<file path="config.mk">
export PLATFORM = sky130hd
export DESIGN_NAME = fifo_wr_arbiter_flat
export DESIGN_NICKNAME = d
export VERILOG_FILES = /design/src/rtl/fifo_wr_arbiter_pkg.sv /design/src/rtl/fifo_wr_arbiter_if.sv /design/src/rtl/fifo_wr_arbiter_rr_pick.sv /design/src/rtl/fifo_wr_arbiter.sv /design/src/flat_wrapper.sv
export SDC_FILE = /design/constraint.sdc
export NUM_CORES = 1
export LEC_CHECK = 0
export ABC_AREA = 1
export BUFFER_PORTS_ARGS = -buffer_cell sky130_fd_sc_hd__buf_2
export CAP_MARGIN = 20
export CORE_UTILIZATION = 46
export CTS_BUF_LIST = sky130_fd_sc_hd__clkbuf_8
export DETAILED_ROUTE_END_ITERATION = 16
export HOLD_SLACK_MARGIN = 0.08
export MAX_ROUTING_LAYER = met4
export PLACE_DENSITY_LB_ADDON = 0.12
export REMOVE_ABC_BUFFERS = 1
export SETUP_SLACK_MARGIN = 0.1
export SKIP_LAST_GASP = 1
export SYNTH_ARGS = -nofsm -noshare
export SYNTH_HDL_FRONTEND = slang
export SYNTH_SLANG_ARGS = --single-unit
</file>
<file path="constraint.sdc">
create_clock -name clk -period 1.85 [get_ports clk]
set_input_delay 0.37 -clock clk [delete_from_list [all_inputs] [get_ports clk]]
set_output_delay 0.37 -clock clk [all_outputs]
set_load 0.02 [all_outputs]
</file>
<file path="src/rtl/fifo_wr_arbiter_pkg.sv">
// Shared types and widths for the FIFO write-port arbiter.
// Holds the FSM state enum, grant/counter widths and data default.
package fifo_arb_pkg;

   typedef enum logic {
      IDLE,
      BUSY
   } state_t;

   localparam int GRANT_W    = 3;
   localparam int CNT_W      = 4;
   localparam int DEF_DATA_W = 8;

endpackage

</file>
<file path="src/rtl/fifo_wr_arbiter_if.sv">
// Producer/FIFO handshake bundle for fifo_wr_arbiter.
// slave: arbiter side; master: producers plus FIFO full source.
interface fifo_wr_arbiter_if
   import fifo_arb_pkg::*;
#(
   parameter int NUM_REQ = 4,
   parameter int DATA_W  = DEF_DATA_W
);

   logic [NUM_REQ-1:0]        req_valid;
   logic [NUM_REQ*DATA_W-1:0] req_data;
   logic [NUM_REQ-1:0]        req_ready;
   logic                      fifo_full;
   logic                      fifo_write;
   logic [DATA_W-1:0]         fifo_data;

   modport master (
      output req_valid, req_data, fifo_full,
      input  req_ready, fifo_write, fifo_data
   );

   modport slave (
      input  req_valid, req_data, fifo_full,
      output req_ready, fifo_write, fifo_data
   );

endinterface

</file>
<file path="src/rtl/fifo_wr_arbiter_rr_pick.sv">
// Combinational round-robin picker: first set req bit from ptr up.
// Ports: req (per-producer), ptr (start index) -> idx, any.
module rr_pick
   import fifo_arb_pkg::*;
#(
   parameter int NUM_REQ = 4
) (
   input  logic [NUM_REQ-1:0] req,
   input  logic [GRANT_W-1:0] ptr,
   output logic [GRANT_W-1:0] idx,
   output logic               any
);

   localparam int SLOTS = 1 << GRANT_W;

   logic [SLOTS-1:0]   req_w;
   logic [GRANT_W-1:0] cand;

   assign req_w = SLOTS'(req);
   assign any   = |req;

   // Walk farthest-first so the nearest hit to ptr wins last.
   always_comb begin
      idx  = '0;
      cand = '0;
      for (int k = NUM_REQ - 1; k >= 0; k--) begin
         cand = GRANT_W'((int'(ptr) + k) % NUM_REQ);
         if (req_w[cand]) idx = cand;
      end
   end

endmodule

</file>
<file path="src/rtl/fifo_wr_arbiter.sv">
// Round-robin arbiter sharing one FIFO write port among producers.
// Ports: clk, rst, bus (slave handshake), busy, grant_id, beat_cnt.
module fifo_wr_arbiter
   import fifo_arb_pkg::*;
#(
   parameter int NUM_REQ   = 4,
   parameter int DATA_W    = DEF_DATA_W,
   parameter int MAX_BURST = 4
) (
   input  logic                clk,
   input  logic                rst,
   fifo_wr_arbiter_if.slave    bus,
   output logic                busy,
   output logic [GRANT_W-1:0]  grant_id,
   output logic [CNT_W-1:0]    beat_cnt
);

   localparam int SLOTS = 1 << GRANT_W;
   localparam logic [CNT_W-1:0]   LAST = CNT_W'(MAX_BURST - 1);
   localparam logic [GRANT_W-1:0] TOP  = GRANT_W'(NUM_REQ - 1);

   state_t             state;
   logic [GRANT_W-1:0] owner;
   logic [GRANT_W-1:0] rr_ptr;
   logic [GRANT_W-1:0] nxt_ptr;
   logic [GRANT_W-1:0] pick_idx;
   logic               pick_any;
   logic               open;
   logic               own_vld;
   logic               xfer;
   logic [SLOTS-1:0]   vld_w;
   logic [DATA_W-1:0]  dat_w [SLOTS];

   rr_pick #(
      .NUM_REQ (NUM_REQ)
   ) u_pick (
      .req (bus.req_valid),
      .ptr (rr_ptr),
      .idx (pick_idx),
      .any (pick_any)
   );

   // Pad to a power-of-two table so owner indexes it directly.
   assign vld_w = SLOTS'(bus.req_valid);

   for (genvar g = 0; g < SLOTS; g++) begin : g_dat
      if (g < NUM_REQ) begin : g_on
         assign dat_w[g] = bus.req_data[g*DATA_W +: DATA_W];
      end else begin : g_off
         assign dat_w[g] = '0;
      end
   end

   // Nothing moves in a reset cycle, even mid-burst.
   assign open    = (state == BUSY) & ~bus.fifo_full & ~rst;
   assign own_vld = vld_w[owner];
   assign xfer    = open & own_vld;
   assign nxt_ptr = (owner == TOP) ? '0 : owner + GRANT_W'(1);

   assign bus.req_ready  = open ? NUM_REQ'(SLOTS'(1) << owner) : '0;
   assign bus.fifo_write = xfer;
   assign bus.fifo_data  = xfer ? dat_w[owner] : '0;
   assign grant_id       = owner;

   always_ff @(posedge clk) begin
      if (rst) begin
         state    <= IDLE;
         busy     <= 1'b0;
         owner    <= '0;
         rr_ptr   <= '0;
         beat_cnt <= '0;
      end else begin
         unique case (state)
            IDLE: begin
               if (pick_any) begin
                  state    <= BUSY;
                  busy     <= 1'b1;
                  owner    <= pick_idx;
                  beat_cnt <= '0;
               end
            end
            BUSY: begin
               // Release on a dropped valid or the final burst beat.
               if (!own_vld || (xfer && beat_cnt == LAST)) begin
                  state    <= IDLE;
                  busy     <= 1'b0;
                  beat_cnt <= '0;
                  rr_ptr   <= nxt_ptr;
               end else if (xfer) begin
                  beat_cnt <= beat_cnt + CNT_W'(1);
               end
            end
         endcase
      end
   end

endmodule

</file>
<file path="src/flat_wrapper.sv">
// flat-port wrapper written by rule: the top's interface ports become plain ports
module fifo_wr_arbiter_flat import fifo_arb_pkg::*;
#(
   parameter int NUM_REQ   = 4,
   parameter int DATA_W    = DEF_DATA_W,
   parameter int MAX_BURST = 4
)
  (clk, rst, busy, grant_id, beat_cnt, bus_req_valid, bus_req_data, bus_fifo_full, bus_req_ready, bus_fifo_write, bus_fifo_data);
  fifo_wr_arbiter_if #(.NUM_REQ(NUM_REQ), .DATA_W(DATA_W)) bus_i ();
  input  logic clk;
  input  logic rst;
  output logic busy;
  output logic [GRANT_W-1:0] grant_id;
  output logic [CNT_W-1:0] beat_cnt;
  input wire logic [$bits(bus_i.req_valid)-1:0] bus_req_valid;
  input wire logic [$bits(bus_i.req_data)-1:0] bus_req_data;
  input wire logic [$bits(bus_i.fifo_full)-1:0] bus_fifo_full;
  output wire logic [$bits(bus_i.req_ready)-1:0] bus_req_ready;
  output wire logic [$bits(bus_i.fifo_write)-1:0] bus_fifo_write;
  output wire logic [$bits(bus_i.fifo_data)-1:0] bus_fifo_data;
  assign bus_i.req_valid = bus_req_valid;
  assign bus_i.req_data = bus_req_data;
  assign bus_i.fifo_full = bus_fifo_full;
  assign bus_req_ready = bus_i.req_ready;
  assign bus_fifo_write = bus_i.fifo_write;
  assign bus_fifo_data = bus_i.fifo_data;
  fifo_wr_arbiter #(.NUM_REQ(NUM_REQ), .DATA_W(DATA_W), .MAX_BURST(MAX_BURST)) u_core (.clk(clk), .rst(rst), .bus(bus_i), .busy(busy), .grant_id(grant_id), .beat_cnt(beat_cnt));
endmodule
</file>
==> results by group, run 1 <==
Run status
  – Run status: finished, final reports clean

Setup path
  – Path type of the worst setup path: reg2out
  – Sort of element at the end of the critical path: primary output
  – Startpoint types: flip-flop
  – Reg-to-reg critical path endpoint: u_core.rr_ptr[1]$_SDFFE_PP0P_
  – CP Data Arrival Time: 1.44 ns
  – Flop2flop setup slack: 0.38 ns
  – Number of cells on the worst reg-to-reg path: 7
  – Worst EP required: ~1.5 ns
  – Worst reg2reg path startpoint: u_core.beat_cnt[0]$_SDFFE_PP0P_
  – Biggest fanout along the worst timing path: 8

Floorplanning
  – # rows: 17
  – Initial cell density of the core: 48.5%
  – Floorplan die height: 50.1 um
  – Total die area: 2510 um2
  – Floorplan die width: 50.1 um
  – Top Ports: 60
  – Core outline area: 2190 um2

CTS
  – Maximum buffer depth of the clock tree: 2
  – Deepest level of the CTS H-tree: 1
  – Clock-pin slew on the worst setup and hold paths: approximately 0.050 ns
  – Clock latency on the worst-skew pair: 0.24 ns
  – Clock tree from TritonCTS: built
  – Buffer type at the clock tree root: sky130_fd_sc_hd__clkbuf_8
  – Number of sinks on the clock net: 10
  – Number of CTS-inserted buffers: 3

Global route
  – Number of antenna violations at the first check in global routing: 0
  – Global-route wire length before repair: 5400 um
  – Sum of overflow across all layers after global routing: 0
  – Global routing usage summed across all routing layers: 28.8%
  – Vias in the first global route: 1,313
  – Largest net degree at the start of global routing: 12

Drt
  – WL per Instance: between 10 and 15 um
  – Initial DRC Count: 40
  – Number of nets still failing antenna checks after routing: 0
  – Detailed-route via count: 1,451
  – Router iterations before antenna repair: 4
  – Detailed-route DRC error count: 0
  – Detail-routed via count per cell: about 5.1
  – Total wire length: 3240 um

Synthesis
  – Main flop type after synthesis: sky130_fd_sc_hd__dfxtp_1
  – Post-synth cell types: 24
  – Sequential cell area fraction in the yosys report: between 10% and 20%
  – Post-Synthesis Cell Area: 1060 um2
  – FF+latch count, synth: 10
  – Yosys warnings: 0
  – Async set or reset register ratio after synthesis: 0%
  – Number of cells produced by synthesis: 184
  – Number of flops mapped to enable cells by yosys: 0
  – Syn Area/Cell: 5.78 um2

Timing
  – Max-slew violation count: 0
  – Setup repair after global routing missed its margin: true
  – Share of the clock period used by the worst path: 97.9%
  – Clk_skew: 0.00267 ns
  – Worst hold slack across all endpoints: approximately 0.45 ns
  – Final-report hold violation count: 0
  – Final setup margin: approximately 0.038 ns
  – Final number of setup-violating endpoints: 0
  – Maximum achievable frequency: 552 MHz
  – Minimum period implied by the final worst setup slack: 1.81 ns

Place
  – Worst Setup Slack post-DPL: 0.126 ns
  – Port Buf Inserts: slightly below 60
  – Placed Instances: ~270
  – HPWL reported at the end of detailed placement: 2230 um
  – Gp weighted congestion: 0.922

Hold path
  – Tightest Hold Check Type: reg2reg
  – Cell depth of the worst min-delay path: 2
  – Hold Path Origin: u_core.busy$_SDFFE_PP0P_
  – End of the worst hold path: u_core.busy$_SDFFE_PP0P_

Final layout
  – Fin cells: 283
  – Number of antenna diodes: 0
  – Synth-to-Final Area Change: 52.9%
  – Fin nets: 301
  – Layout fillers: 187
  – Multi-input gate area: 787 um2
  – Fraction of layout instances using a drive strength above 1: about 44%
  – Seq. cell area: 205 um2

Job
  – Max_cap viols: 0

Pwr
  – Areal power density over the cells: 755 nW/um2
  – Leak Pwr: 0.000848 uW
  – Worst ir drop on vdd: approximately 0.50 mV
-- metal layers --
metal | vias to the layer above | track usage (%) | wire length [um] | part of all wire, %
li1 | 743 | - | - | -
met1 | 636 | 32.6 | 1420 | 44
met2 | 65 | 50.4 | 1570 | 48
met3 | 7 | 2.16 | 183 | 5.6
met4 | 0 | 13.8 | 72 | 2.2
met5 | - | - | 0 | 0
-- cell usage in the layout (no fill, tap or decap), types with 5 or more instances in the layout --
cell / instances
sky130_fd_sc_hd__ha_1: 5
sky130_fd_sc_hd__buf_4: 24
sky130_fd_sc_hd__inv_2: 6
sky130_fd_sc_hd__nand3_1: 9
sky130_fd_sc_hd__nand2_1: 24
sky130_fd_sc_hd__o21ai_1: 9
sky130_fd_sc_hd__o21ai_0: 11
sky130_fd_sc_hd__nor2_1: 37
sky130_fd_sc_hd__a21oi_2: 11
sky130_fd_sc_hd__nand4_1: 8
sky130_fd_sc_hd__dfxtp_1: 8
sky130_fd_sc_hd__inv_1: 16
sky130_fd_sc_hd__buf_2: 49
sky130_fd_sc_hd__nand2_2: 7
sky130_fd_sc_hd__a21oi_1: 9
-- kinds of logic (layout without fill, tap and decap cells) --
family,count (synthesis),after routing,share of synthesized area (%)
xor gates and xnor gates,2,2,1.65
other,1,1,0.353
buffers and inverters,32,103,12.7
and+or+nand+nor,90,90,38.9
DFF,10,10,18.8
AOI/OAI and AO/OA,44,44,21.6
adders and majority gates,5,5,5.88
-- sequential cells by signal, summed over array words and instances (netlist names) --
register,count
u_core.beat_cnt,4
u_core.grant_id,2
u_core.rr_ptr,2
u_core.busy,1
u_core.state,1
-- layout make-up --
cell class              count  share of cell area (%)
flip-flops and latches     10                    12.6
repair buffers             75                    28.1
inverters                  25                    6.23
well taps                  28                    2.15
multi-input cells         142                    48.4
clock buffers               3                    2.54
-- synthesized netlist by cell type (2+ instances only) --
cell type                  n  area (um2)
sky130_fd_sc_hd__a21oi_1  18        90.1
sky130_fd_sc_hd__a21oi_2   2        17.5
sky130_fd_sc_hd__buf_2     5        25.0
sky130_fd_sc_hd__buf_4     2        15.0
sky130_fd_sc_hd__dfxtp_1  10         200
sky130_fd_sc_hd__ha_1      5        62.6
sky130_fd_sc_hd__inv_1    18        67.6
sky130_fd_sc_hd__inv_2     6        22.5
sky130_fd_sc_hd__nand2_1  25        93.8
sky130_fd_sc_hd__nand2_2   6        37.5
sky130_fd_sc_hd__nand3_1   9        45.0
sky130_fd_sc_hd__nand3_2   2        20.0
sky130_fd_sc_hd__nand4_1   8        50.1
sky130_fd_sc_hd__nor2_1   37         139
sky130_fd_sc_hd__o21ai_0  17        85.1
sky130_fd_sc_hd__o21ai_1   5        25.0
sky130_fd_sc_hd__xor2_1    2        17.5
-- metrics by stage --
stage	setup TNS [ns]	util [%]	cell area, um2	total power (uW)
final	0	74.2	1630	1230
after detailed placement	0	64.6	1420	854
after CTS	0	74.1	1620	1210
after global placement	0	64.6	1420	849
after global routing	-0.248	74.2	1630	1320
after floorplan	-2.61	-	1020	662
-- worst max-delay path, cell delays in order, from the launching register on --
cell                      delay (ns)
sky130_fd_sc_hd__dfxtp_4        0.37
sky130_fd_sc_hd__buf_6          0.14
sky130_fd_sc_hd__o21ai_4        0.13
sky130_fd_sc_hd__nand2_2        0.09
sky130_fd_sc_hd__nor2_4         0.12
sky130_fd_sc_hd__inv_4          0.08
sky130_fd_sc_hd__a21oi_2        0.12
sky130_fd_sc_hd__buf_4          0.15
-- where the power goes --
part           switching, uW  internal, uW  total [uW]  leakage [uW]
clock                   93.2           143         236     0.0000216
sequential              36.2           244         281     0.0000830
combinational            420           291         711      0.000744
total                    549           679        1230      0.000848
-- worst max path at each step --
stage | start | end | cells past startpoint
6_report | u_core.grant_id[0]$_SDFFE_PP0P_ | bus_fifo_data[7] | 7
5_1_grt | u_core.grant_id[0]$_SDFFE_PP0P_ | bus_fifo_data[1] | 7
4_1_cts | u_core.grant_id[0]$_SDFFE_PP0P_ | bus_fifo_data[7] | 7
3_5_place_dp | u_core.grant_id[0]$_SDFFE_PP0P_ | bus_fifo_data[7] | 7
3_3_place_gp | bus_req_valid[0] | bus_fifo_data[2] | 8
2_1_floorplan | u_core.grant_id[0]$_SDFFE_PP0P_ | bus_fifo_data[0] | 6
-- repair_timing --
item	4_1_cts	5_1_grt
buffers inserted	8	0
hold buffers	0	0
setup endpoints to repair	12	13
resized for setup	32	6
pin swaps	4	1
(Power assumes the default switching activity.)
==> run 2, diff against run 1 <==
- BUFFER_PORTS_ARGS: -buffer_cell sky130_fd_sc_hd__buf_2 -> default
- CORE_UTILIZATION: 46 -> 60
- DONT_BUFFER_PORTS: default -> 1
==> run 2 against run 1 <==
Compared with the run above: the flow now finishes with violations (DRC, setup timing); first-iteration DRC count rose to 5.8 times the previous value; global-route usage rose by 14 points; fmax fell by 3.0%; critical path type unchanged; critical endpoint is now bus_fifo_data[2]; largest power group unchanged.
==> results by group, run 2 (synthesis results as in run 1) <==
Setup path
  – CP Data Arrival Time: 1.50 ns
  – Sort of element at the end of the critical path: primary output
  – Path type of the worst setup path: reg2out
  – Startpoint types: flip-flop
  – Biggest fanout along the worst timing path: 10
  – Worst EP required: 1.48 ns

CTS
  – Number of sinks on the clock net: 10
  – Number of CTS-inserted buffers: 3
  – Buffer type at the clock tree root: sky130_fd_sc_hd__clkbuf_8
  – Clock tree from TritonCTS: built
  – Clock latency on the worst-skew pair: 0.25 ns
  – Total of hold buffers inserted after clock tree synthesis: 0
  – Maximum buffer depth of the clock tree: 2
  – Deepest level of the CTS H-tree: 1
  – Clock-pin slew on the worst setup and hold paths: 0.06 ns

Timing
  – Share of the clock period used by the worst path: 101%
  – Clk_skew: 0.00173 ns
  – Final number of setup-violating endpoints: 2
  – Minimum period implied by the final worst setup slack: 1.87 ns
  – Final-report hold violation count: 0
  – Max-slew violation count: 0
  – Final setup margin: -0.0179 ns
  – Worst hold slack across all endpoints: 0.177 ns
  – Setup repair after global routing missed its margin: true
  – Maximum achievable frequency: 535 MHz

Job
  – Max_cap viols: 0

Global route
  – Global routing usage summed across all routing layers: between 40 and 50%
  – Largest net degree at the start of global routing: 12
  – Vias in the first global route: 1,396
  – Number of antenna violations at the first check in global routing: 0
  – Sum of overflow across all layers after global routing: 0
  – Global-route wire length before repair: 6020 um

Place
  – HPWL reported at the end of detailed placement: 2230 um
  – Placed Instances: 213
  – Gp weighted congestion: approximately 0.88
  – Area post-placement: between 1000 and 1500 um2
  – Port Buf Inserts: 0

Floorplanning
  – Top Ports: 60
  – Total die area: 1940 um2
  – # rows: 14
  – Floorplan die height: 44.1 um
  – Floorplan die width: 44.1 um
  – Core outline area: 1580 um2
  – Initial cell density of the core: approximately two thirds

Run status
  – Run status: finished with violations
  – Violations in the final reports: DRC, setup timing

Drt
  – Router iterations before antenna repair: 14
  – Detail-routed via count per cell: 7.02
  – Detailed-route via count: around 1,600
  – Number of nets still failing antenna checks after routing: 0
  – Total wire length: 4710 um
  – Initial DRC Count: 231
  – Detailed-route DRC error count: 2
  – WL per Instance: ~20 um

Final layout
  – Fin nets: roughly 260
  – Final Core Density: approximately 93%
  – Most common cell after layout, fill and taps aside: sky130_fd_sc_hd__nor2_1
  – Number of antenna diodes: 0
  – Synth-to-Final Area Change: 38.0%
  – Fin cells: 229
  – Final non-filler cell area: 1470 um2
  – Fraction of layout instances using a drive strength above 1: a little under two fifths
  – Top library cells by usage in the layout, fill and taps aside: sky130_fd_sc_hd__nor2_1, sky130_fd_sc_hd__buf_4, sky130_fd_sc_hd__nand2_1, sky130_fd_sc_hd__inv_1
  – Largest reg by FF count: u_core.beat_cnt
  – Layout fillers: a little under 60
  – Flip-flop count of the largest register, all copies and words added: 4

Pwr
  – Areal power density over the cells: 928 nW/um2
  – Worst ir drop on vdd: about 0.66 mV
  – Leak Pwr: 0.000675 uW
  – Post-layout power: 1360 uW

Hold path
  – Tightest Hold Check Type: in2reg
-- run 2: cell count changes in the layout (fill, tap and decap cells not counted), moves of 3 or more --
cell	change
sky130_fd_sc_hd__nor2_1	-3
sky130_fd_sc_hd__buf_2	-49
sky130_fd_sc_hd__buf_4	+4
sky130_fd_sc_hd__o21ai_2	+5
sky130_fd_sc_hd__o21ai_0	-7
sky130_fd_sc_hd__o21ai_1	+4
-- run 2: area by class of cell --
cell class | instances | area, um2 | area share, %
Timing Repair inverter | 2 | 15.0 | 1.02
Clock buffer | 4 | 55.1 | 3.75
Tap cell | 16 | 20.0 | 1.36
Timing Repair Buffer | 30 | 241 | 16.5
Sequential cell | 10 | 208 | 14.2
Multi-Input combinational cell | 142 | 822 | 56.0
Inverter | 25 | 106 | 7.25
-- run 2: final timing paths --
kind / slack [ns] / endpoint / from / cells past startpoint
setup / recovery: -0.02 / bus_fifo_data[2] / u_core.grant_id[0]$_SDFFE_PP0P_ / 6
hold / removal: 0.18 / u_core.grant_id[0]$_SDFFE_PP0P_ / rst / 1
setup reg to reg: 0.16 / u_core.beat_cnt[0]$_SDFFE_PP0P_ / u_core.grant_id[0]$_SDFFE_PP0P_ / 9
hold reg to reg: 0.55 / u_core.busy$_SDFFE_PP0P_ / u_core.busy$_SDFFE_PP0P_ / 2
-- run 2: power by group --
part	internal (uW)	total [uW]	switching, uW
clock network	189	295	106
registers	245	296	50.8
logic	279	772	493
total	713	1360	649
-- run 2: per-stage QoR --
step | TNS, ns | worst slack (ns)
floorplan | -2.61 | -0.305
global placement | 0 | 0.250
detailed placement | 0 | 0.188
global route | -0.606 | -0.0869
finish | -0.0338 | -0.0179
CTS | 0 | 0.0689
-- run 2: routing by layer --
layer  GRT usage, %  vias up  part of all wire, %
met5              -        -                    0
met4           28.5        0                   11
met3           8.98       78                   14
met2           69.7      196                   43
met1           45.5      672                   33
li1               -      661                    -
-- run 2: repair_timing --
item | 4_1_cts | 5_1_grt
buffers inserted | 12 | 0
pin swaps | 2 | 4
setup endpoints to repair | 11 | 20
resized for setup | 21 | 31
gates cloned | 1 | 1
-- run 2: worst max-delay path: stages, from the launching register on --
cell                      delay [ns]
sky130_fd_sc_hd__dfxtp_4        0.43
sky130_fd_sc_hd__buf_6          0.16
sky130_fd_sc_hd__nor2_1         0.07
sky130_fd_sc_hd__nor2_1         0.14
sky130_fd_sc_hd__o21ai_0        0.15
sky130_fd_sc_hd__a21oi_2        0.15
sky130_fd_sc_hd__buf_4          0.15
